## config.mk

```make
export PLATFORM = sky130hd
export DESIGN_NAME = alu_operand_stage
export DESIGN_NICKNAME = d
export VERILOG_FILES = /design/src/rtl/alu_pkg.sv /design/src/rtl/alu_regfile.sv /design/src/rtl/alu_operand_stage.sv
export SDC_FILE = /design/constraint.sdc
export NUM_CORES = 1
export LEC_CHECK = 0
export BUFFER_PORTS_ARGS = -buffer_cell sky130_fd_sc_hd__buf_4
export CAP_MARGIN = 5
export CORE_MARGIN = 1.5
export CORE_UTILIZATION = 30
export CTS_BUF_LIST = sky130_fd_sc_hd__clkbuf_8
export DETAILED_ROUTE_END_ITERATION = 6
export PLACE_DENSITY = 0.5
export SYNTH_ARGS = -nofsm -noshare
export SYNTH_HDL_FRONTEND = slang
export SYNTH_SLANG_ARGS = --single-unit
```

## constraint.sdc

```tcl
create_clock -name clk -period 2.1 [get_ports clk]
set_input_delay 0 -clock clk [delete_from_list [all_inputs] [get_ports clk]]
set_output_delay 0 -clock clk [all_outputs]
set_load 0.03 [all_outputs]
```

## src/rtl/alu_pkg.sv

```systemverilog
// Shared definitions for the ALU operand stage.
//   IMM1_BIT / IMM2_BIT : opcode bits that select immediate vs register operands
//   ALU_SEL_BIT         : opcode bit decoded by the ALU itself (not used here)
//   REG_IDX_W           : register index width
//   fetch_state_e       : instruction fetch / issue sequence
package alu_pkg;

   localparam int unsigned IMM1_BIT    = 7;
   localparam int unsigned IMM2_BIT    = 6;
   localparam int unsigned ALU_SEL_BIT = 5;
   localparam int unsigned REG_IDX_W   = 3;

   typedef enum logic [2:0] {
      F_OP,
      F_A1,
      F_A2,
      F_DST,
      ISSUE
   } fetch_state_e;

endpackage

```

## src/rtl/alu_regfile.sv

```systemverilog
// General register file: NUM_REGS x 8 bits, two asynchronous read ports, one synchronous
// write port. Indices >= NUM_REGS read 8'h00 and ignore writes. Reset clears all registers.
// Optional feature macro: OPERAND_FWD_EN -- a write in the same cycle as a read of the same
// register returns the write data on the read port.
// Ports:
//   clk, rst_n            clock, asynchronous active-low reset
//   we, waddr, wdata      write strobe, index, data
//   raddr1/2, rdata1/2    read indices and data
module alu_regfile
   import alu_pkg::*;
#(
   parameter int unsigned NUM_REGS = 6
) (
   input  logic                 clk,
   input  logic                 rst_n,
   input  logic                 we,
   input  logic [REG_IDX_W-1:0] waddr,
   input  logic [7:0]           wdata,
   input  logic [REG_IDX_W-1:0] raddr1,
   input  logic [REG_IDX_W-1:0] raddr2,
   output logic [7:0]           rdata1,
   output logic [7:0]           rdata2
);

   localparam int unsigned MaxRegs = 1 << REG_IDX_W;

   logic [MaxRegs-1:0][7:0] regs;
   logic [MaxRegs-1:0]      reg_valid;
   logic                    wr_en;

   assign wr_en = we & reg_valid[waddr];

   for (genvar i = 0; i < MaxRegs; i++) begin : g_reg
      if (i < NUM_REGS) begin : g_impl
         logic [7:0] reg_q;
         always_ff @(posedge clk or negedge rst_n) begin
            if (!rst_n) begin
               reg_q <= 8'h00;
            end else if (wr_en && (waddr == REG_IDX_W'(i))) begin
               reg_q <= wdata;
            end
         end
         assign regs[i]      = reg_q;
         assign reg_valid[i] = 1'b1;
      end else begin : g_absent
         assign regs[i]      = 8'h00;
         assign reg_valid[i] = 1'b0;
      end
   end

`ifdef OPERAND_FWD_EN
   assign rdata1 = (wr_en && (waddr == raddr1)) ? wdata : regs[raddr1];
   assign rdata2 = (wr_en && (waddr == raddr2)) ? wdata : regs[raddr2];
`else
   assign rdata1 = regs[raddr1];
   assign rdata2 = regs[raddr2];
`endif

endmodule

```

## src/rtl/alu_operand_stage.sv

```systemverilog
// ALU operand stage: fetches 4-byte instructions (OPCODE, ARG1, ARG2, DEST) from byte-wide
// program memory, resolves each argument to an immediate or register value and presents the
// result to the ALU through a valid/ready handshake. Owns the PC and the register file.
// Optional feature macro: OPERAND_FWD_EN (writeback-to-operand bypass in the capture cycle).
// Ports:
//   clk, rst_n                       clock, asynchronous active-low reset
//   mem_req, mem_addr, mem_ack,
//   mem_rdata                        program-memory byte fetch
//   out_valid, out_ready, opcode,
//   input1, input2, dest             issue handshake and operands
//   wb_en, wb_addr, wb_data          register writeback
//   pc_load, pc_load_val             branch redirect (highest priority)
module alu_operand_stage
   import alu_pkg::*;
#(
   parameter int unsigned NUM_REGS = 6,
   parameter logic [7:0]  PC_RESET = 8'h00
) (
   input  logic                 clk,
   input  logic                 rst_n,
   output logic                 mem_req,
   output logic [7:0]           mem_addr,
   input  logic                 mem_ack,
   input  logic [7:0]           mem_rdata,
   output logic                 out_valid,
   input  logic                 out_ready,
   output logic [7:0]           opcode,
   output logic [7:0]           input1,
   output logic [7:0]           input2,
   output logic [7:0]           dest,
   input  logic                 wb_en,
   input  logic [REG_IDX_W-1:0] wb_addr,
   input  logic [7:0]           wb_data,
   input  logic                 pc_load,
   input  logic [7:0]           pc_load_val
);

   fetch_state_e state_q, state_d;
   logic [7:0]   pc_q, pc_d;
   logic [7:0]   op_q, arg1_q, arg2_q;
   logic [7:0]   opcode_q, input1_q, input2_q, dest_q;
   logic [7:0]   rd1, rd2;
   logic         fetching, fetch_ack, capture;

   assign fetching  = (state_q != ISSUE);
   // A redirect discards any byte acknowledged in the same cycle.
   assign fetch_ack = fetching & mem_ack & ~pc_load;
   assign capture   = fetch_ack & (state_q == F_DST);

   alu_regfile #(
      .NUM_REGS (NUM_REGS)
   ) u_regfile (
      .clk    (clk),
      .rst_n  (rst_n),
      .we     (wb_en),
      .waddr  (wb_addr),
      .wdata  (wb_data),
      .raddr1 (arg1_q[REG_IDX_W-1:0]),
      .raddr2 (arg2_q[REG_IDX_W-1:0]),
      .rdata1 (rd1),
      .rdata2 (rd2)
   );

   // State register
   always_ff @(posedge clk or negedge rst_n) begin
      if (!rst_n) begin
         state_q <= F_OP;
      end else begin
         state_q <= state_d;
      end
   end

   // Next-state logic
   always_comb begin
      state_d = state_q;
      if (pc_load) begin
         state_d = F_OP;
      end else begin
         unique case (state_q)
            F_OP:    if (mem_ack) state_d = F_A1;
            F_A1:    if (mem_ack) state_d = F_A2;
            F_A2:    if (mem_ack) state_d = F_DST;
            F_DST:   if (mem_ack) state_d = ISSUE;
            ISSUE:   if (out_ready) state_d = F_OP;
            default: state_d = F_OP;
         endcase
      end
   end

   // Outputs; the request is held low while reset is asserted.
   always_comb begin
      mem_req   = fetching & rst_n;
      mem_addr  = pc_q;
      out_valid = (state_q == ISSUE);
      opcode    = opcode_q;
      input1    = input1_q;
      input2    = input2_q;
      dest      = dest_q;
   end

   always_comb begin
      pc_d = pc_q;
      if (pc_load) begin
         pc_d = pc_load_val;
      end else if (fetch_ack) begin
         pc_d = pc_q + 8'd1;
      end
   end

   always_ff @(posedge clk or negedge rst_n) begin
      if (!rst_n) begin
         pc_q <= PC_RESET;
      end else begin
         pc_q <= pc_d;
      end
   end

   // Instruction byte latches
   always_ff @(posedge clk or negedge rst_n) begin
      if (!rst_n) begin
         op_q   <= 8'h00;
         arg1_q <= 8'h00;
         arg2_q <= 8'h00;
      end else if (fetch_ack) begin
         case (state_q)
            F_OP:    op_q   <= mem_rdata;
            F_A1:    arg1_q <= mem_rdata;
            F_A2:    arg2_q <= mem_rdata;
            default: ;
         endcase
      end
   end

   // Operand capture on the DEST byte; held stable throughout ISSUE.
   always_ff @(posedge clk or negedge rst_n) begin
      if (!rst_n) begin
         opcode_q <= 8'h00;
         input1_q <= 8'h00;
         input2_q <= 8'h00;
         dest_q   <= 8'h00;
      end else if (capture) begin
         opcode_q <= op_q;
         input1_q <= op_q[IMM1_BIT] ? arg1_q : rd1;
         input2_q <= op_q[IMM2_BIT] ? arg2_q : rd2;
         dest_q   <= mem_rdata;
      end
   end

endmodule

```

==> report_table.html, run 1 <==
<table>
<tr><th>Metric</th><th>Value</th></tr>
<tr><th colspan="2">Floorplan</th></tr>
<tr><td>Number of placement rows</td><td>48</td></tr>
<tr><td>Top-Level Pins</td><td>75</td></tr>
<tr><td>Die Span X</td><td>137 um</td></tr>
<tr><td>Die area</td><td>around 19000 um2</td></tr>
<tr><td>Die Y</td><td>roughly 140 um</td></tr>
<tr><td>Starting density of the core</td><td>between 30% and 40%</td></tr>
<tr><td>Floorplan Core Area</td><td>about 17000 um2</td></tr>
<tr><th colspan="2">Clock network</th></tr>
<tr><td>CTS tree</td><td>done</td></tr>
<tr><td>TritonCTS sink count</td><td>115</td></tr>
<tr><td>Clock tree buffer depth</td><td>2</td></tr>
<tr><td>Clock-pin slew on the worst setup and hold paths</td><td>0.07 ns</td></tr>
<tr><td>Number of buffers inserted during clock tree synthesis</td><td>17</td></tr>
<tr><td>Cell chosen for the clock root</td><td>clkbuf_8</td></tr>
<tr><td>Depth of the CTS H-tree</td><td>4</td></tr>
<tr><td>Clock latency at the later pin of the worst-skew pair</td><td>0.44 ns</td></tr>
<tr><th colspan="2">Worst setup path</th></tr>
<tr><td>Worst reg2reg setup slack</td><td>~0.13 ns</td></tr>
<tr><td>Capturing element type of the critical path</td><td>flop</td></tr>
<tr><td>Worst Setup Path Type</td><td>reg2reg</td></tr>
<tr><td>Biggest fanout along the worst timing path</td><td>7</td></tr>
<tr><td>Worst reg2reg path endpoint</td><td>mem_addr[7]</td></tr>
<tr><td>Required time at the worst-slack endpoint</td><td>2.42 ns</td></tr>
<tr><td>Path depth of the worst reg2reg path</td><td>5</td></tr>
<tr><td>Crit Reg-Reg Startpoint</td><td>state_q[0]</td></tr>
<tr><td>Critical Path Source Type</td><td>flop</td></tr>
<tr><td>Worst path arrival time</td><td>between 2 and 2.5 ns</td></tr>
<tr><th colspan="2">Synth</th></tr>
<tr><td>Number of flops mapped to enable cells by yosys</td><td>0</td></tr>
<tr><td>Number of library cell types mapped by synthesis</td><td>37</td></tr>
<tr><td>Post-synthesis cell area</td><td>5350 um2</td></tr>
<tr><td>Post-synthesis async set-or-reset flop share</td><td>100%</td></tr>
<tr><td>Sequential area share after synthesis</td><td>53.8%</td></tr>
<tr><td>Number of flip-flops and latches in the synthesized netlist</td><td>between 100 and 150</td></tr>
<tr><td>Dominant register cell in the synthesized netlist</td><td>dfrtp_1</td></tr>
<tr><td>Post-synthesis instance total</td><td>approximately 380</td></tr>
<tr><td>Syn nets</td><td>approximately 420</td></tr>
<tr><td>Post-Synthesis Mean Instance Area</td><td>14.0 um2</td></tr>
<tr><td>Number of warnings printed during yosys synthesis</td><td>0</td></tr>
<tr><th colspan="2">Routing</th></tr>
<tr><td>Number of optimization iterations in the first detailed-route pass</td><td>4</td></tr>
<tr><td>Wire length per cell</td><td>17.6 um</td></tr>
<tr><td>Avg Vias per Cell</td><td>a little under 5</td></tr>
<tr><td>Residual DRC count</td><td>0</td></tr>
<tr><td>Routed Wire Length</td><td>between 10000 and 15000 um</td></tr>
<tr><td>Count of antenna-violating nets left after detailed routing</td><td>0</td></tr>
<tr><td>Total number of vias</td><td>~3700</td></tr>
<tr><td>1st-iter DRT viols</td><td>~210</td></tr>
<tr><th colspan="2">Layout</th></tr>
<tr><td>Layout cells sized above 1</td><td>between 40% and 50%</td></tr>
<tr><td>Number of flip-flops under the largest register name</td><td>48</td></tr>
<tr><td>Commonest cells after routing, fill and taps aside</td><td>dfrtp_1 (114), mux2_2 (100), buf_4 (82)</td></tr>
<tr><td>Largest register by flop count</td><td>u_regfile.g.g_impl.reg_q</td></tr>
<tr><td>Final nets</td><td>between 500 and 600</td></tr>
<tr><td>Most frequent standard cell in the layout excluding fill and tap cells</td><td>dfrtp_1</td></tr>
<tr><td>Fin area</td><td>~7000 um2</td></tr>
<tr><td>Layout Area Growth over Synthesis</td><td>33.2%</td></tr>
<tr><td>Antenna Cells</td><td>0</td></tr>
<tr><th colspan="2">Place</th></tr>
<tr><td>Final GP Congestion</td><td>roughly 0.76</td></tr>
<tr><td>Post-Place Cell Area</td><td>~6200 um2</td></tr>
<tr><td>Port Buffers</td><td>74</td></tr>
<tr><td>HPWL after detailed placement</td><td>9370 um</td></tr>
<tr><th colspan="2">Hold path</th></tr>
<tr><td>Hold EP</td><td>u_regfile.g_reg[2].g_impl.reg_q[2]</td></tr>
<tr><td>Worst hold path cell count</td><td>3</td></tr>
<tr><td>Path category of the worst min-delay check</td><td>in2reg</td></tr>
<tr><td>Critical hold path startpoint</td><td>wb_addr[2]</td></tr>
<tr><th colspan="2">GRT</th></tr>
<tr><td>Total global routing track utilization</td><td>between 10% and 20%</td></tr>
<tr><td>Via count of the first global-routing pass</td><td>around 3800</td></tr>
<tr><td>Gr ovfl total</td><td>0</td></tr>
<tr><td>Antenna violations before repair</td><td>0</td></tr>
<tr><td>Global-route wire length before repair</td><td>between 20000 and 25000 um</td></tr>
<tr><td>Maximum number of pins on one net before global-route repair</td><td>between 50 and 60</td></tr>
<tr><th colspan="2">Timing</th></tr>
<tr><td>Final number of hold-violating endpoints</td><td>0</td></tr>
<tr><td>Setup repair after global routing missed its margin</td><td>no</td></tr>
<tr><td>Count of final max-slew check failures</td><td>0</td></tr>
<tr><td>Setup violators final</td><td>0</td></tr>
<tr><td>Final period utilization</td><td>a little over nine tenths</td></tr>
<tr><td>Max-slew headroom</td><td>between 50% and 60%</td></tr>
<tr><td>Post-Route Setup TNS</td><td>0 ns</td></tr>
<tr><td>Transition at the pin with the smallest max-transition slack</td><td>between 0.6 and 0.7 ns</td></tr>
<tr><td>Worst-case clock skew</td><td>~0.0086 ns</td></tr>
<tr><td>Time the final worst path needs with I/O delays and setup</td><td>1.97 ns</td></tr>
<tr><td>Achievable frequency</td><td>507 MHz</td></tr>
<tr><th colspan="2">Outcome</th></tr>
<tr><td>Outcome</td><td>completed</td></tr>
<tr><th colspan="2">Run</th></tr>
<tr><td>Count of max-cap constraint violations</td><td>0</td></tr>
<tr><th colspan="2">Power</th></tr>
<tr><td>Maximum vdd ir drop</td><td>0.000522 V</td></tr>
<tr><td>PwrDens</td><td>1160 nW/um2</td></tr>
<tr><td>Leakage power of the design</td><td>3.12 nW</td></tr>
</table>
==> synthesized netlist by cell type (3+ instances only) <==
library cell | instances | area (um2)
a21oi_1 | 13 | 65.1
a222oi_1 | 10 | 100
a41oi_1 | 3 | 26.3
and3b_1 | 4 | 35.0
buf_2 | 8 | 40.0
buf_4 | 3 | 22.5
buf_6 | 4 | 45.0
clkbuf_1 | 4 | 15.0
dfrtp_1 | 115 | 2880
mux2_2 | 100 | 1130
mux2i_1 | 3 | 30.0
mux4_2 | 16 | 360
nand2_1 | 21 | 78.8
nand3b_1 | 5 | 37.5
nor2_1 | 22 | 82.6
nor3_1 | 3 | 15.0
nor3b_1 | 6 | 45.0
o21ai_0 | 9 | 45.0
xnor2_1 | 4 | 35.0
xor2_1 | 5 | 43.8
==> logic make-up (layout without fill, tap and decap cells) <==
kind of cell	count (synthesis)	count (layout)	synth area share, %
XOR/XNOR	9	9	1.47
AND/OR/NAND/NOR	78	78	8.61
multiplexers	119	119	28.3
adder cells (fa/ha/maj)	1	1	0.234
buffers and inverters	20	162	2.36
AO/OA/AOI/OAI	39	39	5.19
flip-flops	115	115	53.8
==> routing by layer <==
metal	global-route usage [%]	vias up	wire length (um)
li1	-	1681	-
met1	20.9	1906	6410
met2	23.2	57	6220
met3	4.00	8	447
met4	5.14	0	114
met5	0	-	0
==> how the worst max path moves through the flow <==
stage / from / slack (ns) / depth (start not counted) / endpoint
global route: state_q[0] / 0.02 / 6 / mem_addr[2]
finish: state_q[0] / 0.13 / 5 / mem_addr[7]
global placement: arg2_q[0] / 0.24 / 4 / input2[1]
floorplan: state_q[0] / 0.54 / 7 / mem_addr[4]
CTS: state_q[0] / 0.03 / 6 / mem_addr[2]
detailed placement: arg2_q[0] / 0.22 / 4 / input2[1]
==> worst max-delay path: stages, from the launching register on <==
cell,delay (ns)
dfrtp_2,0.45
or3b_4,0.46
nand4_1,0.12
xor2_1,0.15
o21ai_0,0.09
dlygate4sd3_1,0.57
==> cell type report <==
| cell class | count | area [um2] |
|---|---|---|
| Clock inverter | 11 | 205 |
| Timing Repair Buffer | 129 | 1120 |
| Sequential cell | 115 | 2880 |
| Clock buffer | 21 | 289 |
| Inverter | 1 | 3.75 |
| Fill cell | 1622 | 10200 |
| Tap cell | 225 | 282 |
| Multi-Input combinational cell | 246 | 2350 |
==> where the power goes <==
| group | total (W) | switching (W) | internal [W] |
|---|---|---|---|
| clock | 0.00251 | 0.000865 | 0.00165 |
| sequential | 0.00334 | 0.000576 | 0.00276 |
| combinational | 0.00239 | 0.00108 | 0.00131 |
==> per-stage QoR <==
step           instances  hold slack (ns)  utilization, %  setup slack (ns)  total power, W
2_1_floorplan        381           -0.296               -             0.545         0.00485
3_3_place_gp         672           -0.139            35.6             0.237         0.00567
3_5_place_dp         672           -0.141            35.6             0.225         0.00572
4_1_cts              748          0.00696            41.0            0.0335         0.00835
5_1_grt              748           0.0148            41.0            0.0233         0.00869
6_report             748           0.0351            41.0             0.127         0.00825
==> repair_timing <==
action | CTS | global route
hold buffers | 44 | 0
buffers inserted | 0 | 0
setup endpoints to repair | 0 | 5
gates resized for setup | 0 | 2
hold endpoints to repair | 206 | 0
No activity file was read; power rests on OpenSTA's default activity.
==> run 2, diff against run 1 <==
--- a/config.mk
+++ b/config.mk
@@ -11,7 +11,7 @@
 export CORE_UTILIZATION = 30
 export CTS_BUF_LIST = sky130_fd_sc_hd__clkbuf_8
 export DETAILED_ROUTE_END_ITERATION = 6
-export PLACE_DENSITY = 0.5
+export PLACE_DENSITY = 0.43
 export SYNTH_ARGS = -nofsm -noshare
 export SYNTH_HDL_FRONTEND = slang
 export SYNTH_SLANG_ARGS = --single-unit
==> report_table.html, run 2 (same netlist as run 1, synthesis figures left out) <==
<table>
<tr><th>Metric</th><th>Value</th></tr>
<tr><th colspan="2">Timing</th></tr>
<tr><td>Final period utilization</td><td>94.0% (about the same)</td></tr>
<tr><td>Time the final worst path needs with I/O delays and setup</td><td>1.97 ns (+0.00145 ns)</td></tr>
<tr><td>Final number of hold-violating endpoints</td><td>0 (unchanged)</td></tr>
<tr><td>Count of final max-slew check failures</td><td>0 (unchanged)</td></tr>
<tr><td>Setup repair after global routing missed its margin</td><td>no</td></tr>
<tr><td>Max-slew headroom</td><td>49.8% (-9.0 points)</td></tr>
<tr><td>Worst Hold Slack</td><td>0.0577 ns (+0.0226 ns)</td></tr>
<tr><td>Transition at the pin with the smallest max-transition slack</td><td>0.753 ns (+0.135 ns)</td></tr>
<tr><td>Achievable frequency</td><td>507 MHz (about the same)</td></tr>
<tr><td>Post-Route Setup TNS</td><td>0 ns (unchanged)</td></tr>
<tr><td>Setup violators final</td><td>0 (unchanged)</td></tr>
<tr><td>Worst-case clock skew</td><td>0.00825 ns (-0.000304 ns)</td></tr>
<tr><th colspan="2">Layout</th></tr>
<tr><td>Most frequent standard cell in the layout excluding fill and tap cells</td><td>dfrtp_1</td></tr>
<tr><td>Layout Area Growth over Synthesis</td><td>32.8%</td></tr>
<tr><td>Final nets</td><td>554 (+1.8%)</td></tr>
<tr><td>Largest register by flop count</td><td>u_regfile.g.g_impl.reg_q</td></tr>
<tr><td>Commonest cells after routing, fill and taps aside</td><td>dfrtp_1 (114), mux2_2 (100), buf_4 (94)</td></tr>
<tr><td>Antenna Cells</td><td>0 (unchanged)</td></tr>
<tr><td>Finished Core Util</td><td>40.9% (-0.12 points)</td></tr>
<tr><td>Layout cells sized above 1</td><td>47.5% (+0.81 points)</td></tr>
<tr><td>Number of flip-flops under the largest register name</td><td>48 (unchanged)</td></tr>
<tr><th colspan="2">Place</th></tr>
<tr><td>HPWL after detailed placement</td><td>9830 um (+4.9%)</td></tr>
<tr><td>Final GP Congestion</td><td>0.791 (+4.4%)</td></tr>
<tr><td>Port Buffers</td><td>74 (unchanged)</td></tr>
<tr><th colspan="2">Worst setup path</th></tr>
<tr><td>Required time at the worst-slack endpoint</td><td>2.41 ns (about the same)</td></tr>
<tr><td>Path depth of the worst reg2reg path</td><td>6 (+1)</td></tr>
<tr><td>Startpoint of the worst setup timing path</td><td>state_q[0]</td></tr>
<tr><td>Worst reg2reg path endpoint</td><td>mem_addr[6]</td></tr>
<tr><td>Worst Setup Path Type</td><td>reg2reg</td></tr>
<tr><td>Biggest fanout along the worst timing path</td><td>7 (unchanged)</td></tr>
<tr><td>Cell with the biggest individual delay on the critical path</td><td>dlygate4sd3_1</td></tr>
<tr><td>End point of the critical path</td><td>mem_addr[6]</td></tr>
<tr><td>Worst path arrival time</td><td>2.29 ns (about the same)</td></tr>
<tr><td>Worst reg2reg setup slack</td><td>0.13 ns (about the same)</td></tr>
<tr><td>Highest cell delay on the worst timing path</td><td>0.56 ns (about the same)</td></tr>
<tr><td>Capturing element type of the critical path</td><td>flop</td></tr>
<tr><td>Crit Reg-Reg Startpoint</td><td>state_q[0]</td></tr>
<tr><td>Series of cell instances along the critical path</td><td>or3b_4 &gt; inv_2 &gt; nor3b_1 &gt; xnor2_1 &gt; o21ai_0 &gt; dlygate4sd3_1</td></tr>
<tr><td>Critical Path Source Type</td><td>flop</td></tr>
<tr><th colspan="2">Clock network</th></tr>
<tr><td>Cell chosen for the clock root</td><td>clkbuf_8</td></tr>
<tr><td># Post-CTS Setup Buffers</td><td>0 (unchanged)</td></tr>
<tr><td>Clock-pin slew on the worst setup and hold paths</td><td>0.07 ns (about the same)</td></tr>
<tr><td>TritonCTS sink count</td><td>115 (unchanged)</td></tr>
<tr><td>Clock latency at the later pin of the worst-skew pair</td><td>0.43 ns (about the same)</td></tr>
<tr><td>Depth of the CTS H-tree</td><td>4 (unchanged)</td></tr>
<tr><td>Number of buffers inserted during clock tree synthesis</td><td>17 (unchanged)</td></tr>
<tr><td>CTS tree</td><td>done</td></tr>
<tr><td>Clock tree buffer depth</td><td>2 (unchanged)</td></tr>
<tr><th colspan="2">GRT</th></tr>
<tr><td>Global-route wire length before repair</td><td>22700 um (+8.2%)</td></tr>
<tr><td>Via count of the first global-routing pass</td><td>3924 (+4.4%)</td></tr>
<tr><td>Maximum number of pins on one net before global-route repair</td><td>59 (+11%)</td></tr>
<tr><td>Gr ovfl total</td><td>0 (unchanged)</td></tr>
<tr><td>Total global routing track utilization</td><td>16.7% (+1.5 points)</td></tr>
<tr><td>Antenna violations before repair</td><td>0 (unchanged)</td></tr>
<tr><th colspan="2">Run</th></tr>
<tr><td>Count of max-cap constraint violations</td><td>0 (unchanged)</td></tr>
<tr><th colspan="2">Outcome</th></tr>
<tr><td>Outcome</td><td>completed</td></tr>
<tr><th colspan="2">Power</th></tr>
<tr><td>PwrDens</td><td>1120 nW/um2 (-2.9%)</td></tr>
<tr><td>Maximum vdd ir drop</td><td>0.000572 V (+9.7%)</td></tr>
<tr><td>Leakage power of the design</td><td>3.13 nW (+0.37%)</td></tr>
<tr><th colspan="2">Routing</th></tr>
<tr><td>1st-iter DRT viols</td><td>194 (-7.2%)</td></tr>
<tr><td>Number of optimization iterations in the first detailed-route pass</td><td>7 (+3)</td></tr>
<tr><td>Residual DRC count</td><td>0 (unchanged)</td></tr>
<tr><td>Count of antenna-violating nets left after detailed routing</td><td>0 (unchanged)</td></tr>
<tr><td>Routed Wire Length</td><td>14600 um (+10%)</td></tr>
<tr><td>Wire length per cell</td><td>19.2 um (+8.9%)</td></tr>
<tr><td>Total number of vias</td><td>3762 (+3.0%)</td></tr>
<tr><td>Avg Vias per Cell</td><td>4.96 (+1.7%)</td></tr>
<tr><th colspan="2">Floorplan</th></tr>
<tr><td>Die Span X</td><td>137 um (unchanged)</td></tr>
<tr><td>Starting density of the core</td><td>30.8% (unchanged)</td></tr>
<tr><td>Die area</td><td>18600 um2 (unchanged)</td></tr>
<tr><td>Floorplan Core Area</td><td>17400 um2 (unchanged)</td></tr>
<tr><td>Number of placement rows</td><td>48 (unchanged)</td></tr>
<tr><td>Die Y</td><td>137 um (unchanged)</td></tr>
<tr><td>Top-Level Pins</td><td>75 (unchanged)</td></tr>
<tr><th colspan="2">Hold path</th></tr>
<tr><td>Path category of the worst min-delay check</td><td>in2async</td></tr>
</table>
-- run 2: per-layer routing --
metal  wire [um]  vias to the layer above  part of all wire (%)  global-route usage, %
met5           0                        -                     0                      0
met4         223                        0                   1.5                   6.03
met3         753                       18                   5.2                   4.70
met2        6990                       93                    48                   26.0
met1        6580                     1946                    45                   22.1
li1            -                     1705                     -                      -
-- run 2: power by group --
part	total [W]	internal [W]	switching (W)
combinational	0.00254	0.00135	0.00119
clock	0.00218	0.00129	0.000895
sequential	0.00327	0.00276	0.000504
total	0.00798	0.00540	0.00259
-- run 2: layout make-up --
| cell class | count | area, um2 |
|---|---|---|
| Fill cell | 1638 | 10300 |
| Sequential cell | 115 | 2880 |
| Multi-Input combinational cell | 246 | 2350 |
| Timing Repair Buffer | 139 | 1170 |
| Clock buffer | 21 | 289 |
| Tap cell | 225 | 282 |
| Clock inverter | 11 | 135 |
| Inverter | 1 | 3.75 |
-- run 2: timing repair --
item | in CTS | in global routing
setup endpoints to repair | 0 | 6
gates resized for setup | 0 | 2
hold buffers | 44 | 0
hold endpoints to repair | 177 | 0
-- run 2: critical path, delay by kind of cell, from the launching register on --
family	cells	cell delay [ns]
AND/OR/NAND/NOR	2	0.52
buffers and inverters	2	0.66
XOR/XNOR	1	0.13
AO/OA/AOI/OAI	1	0.08
flip-flops	1	0.46
-- run 2: worst min path at each step --
| stage | slack, ns | endpoint | startpoint | cells past startpoint |
|---|---|---|---|---|
| final | 0.06 | dest[0] | rst_n | 2 |
| after CTS | 0.05 | dest[0] | rst_n | 2 |
| after global placement | -0.03 | dest[0] | rst_n | 1 |
| after global routing | 0.05 | u_regfile.g_reg[4].g_impl.reg_q[7] | wb_addr[1] | 3 |
| after floorplan | -0.30 | arg1_q[0] | rst_n | 0 |
| after detailed placement | -0.02 | dest[0] | rst_n | 1 |
-- run 2: stage by stage --
step,total power [W],setup slack [ns],area (um2),std cells
after floorplan,0.00485,0.545,5350,381
after global placement,0.00576,0.372,6240,682
after detailed placement,0.00580,0.350,6240,682
after CTS,0.00809,0.0183,7100,758
after global routing,0.00841,0.0156,7100,758
final,0.00798,0.126,7100,758
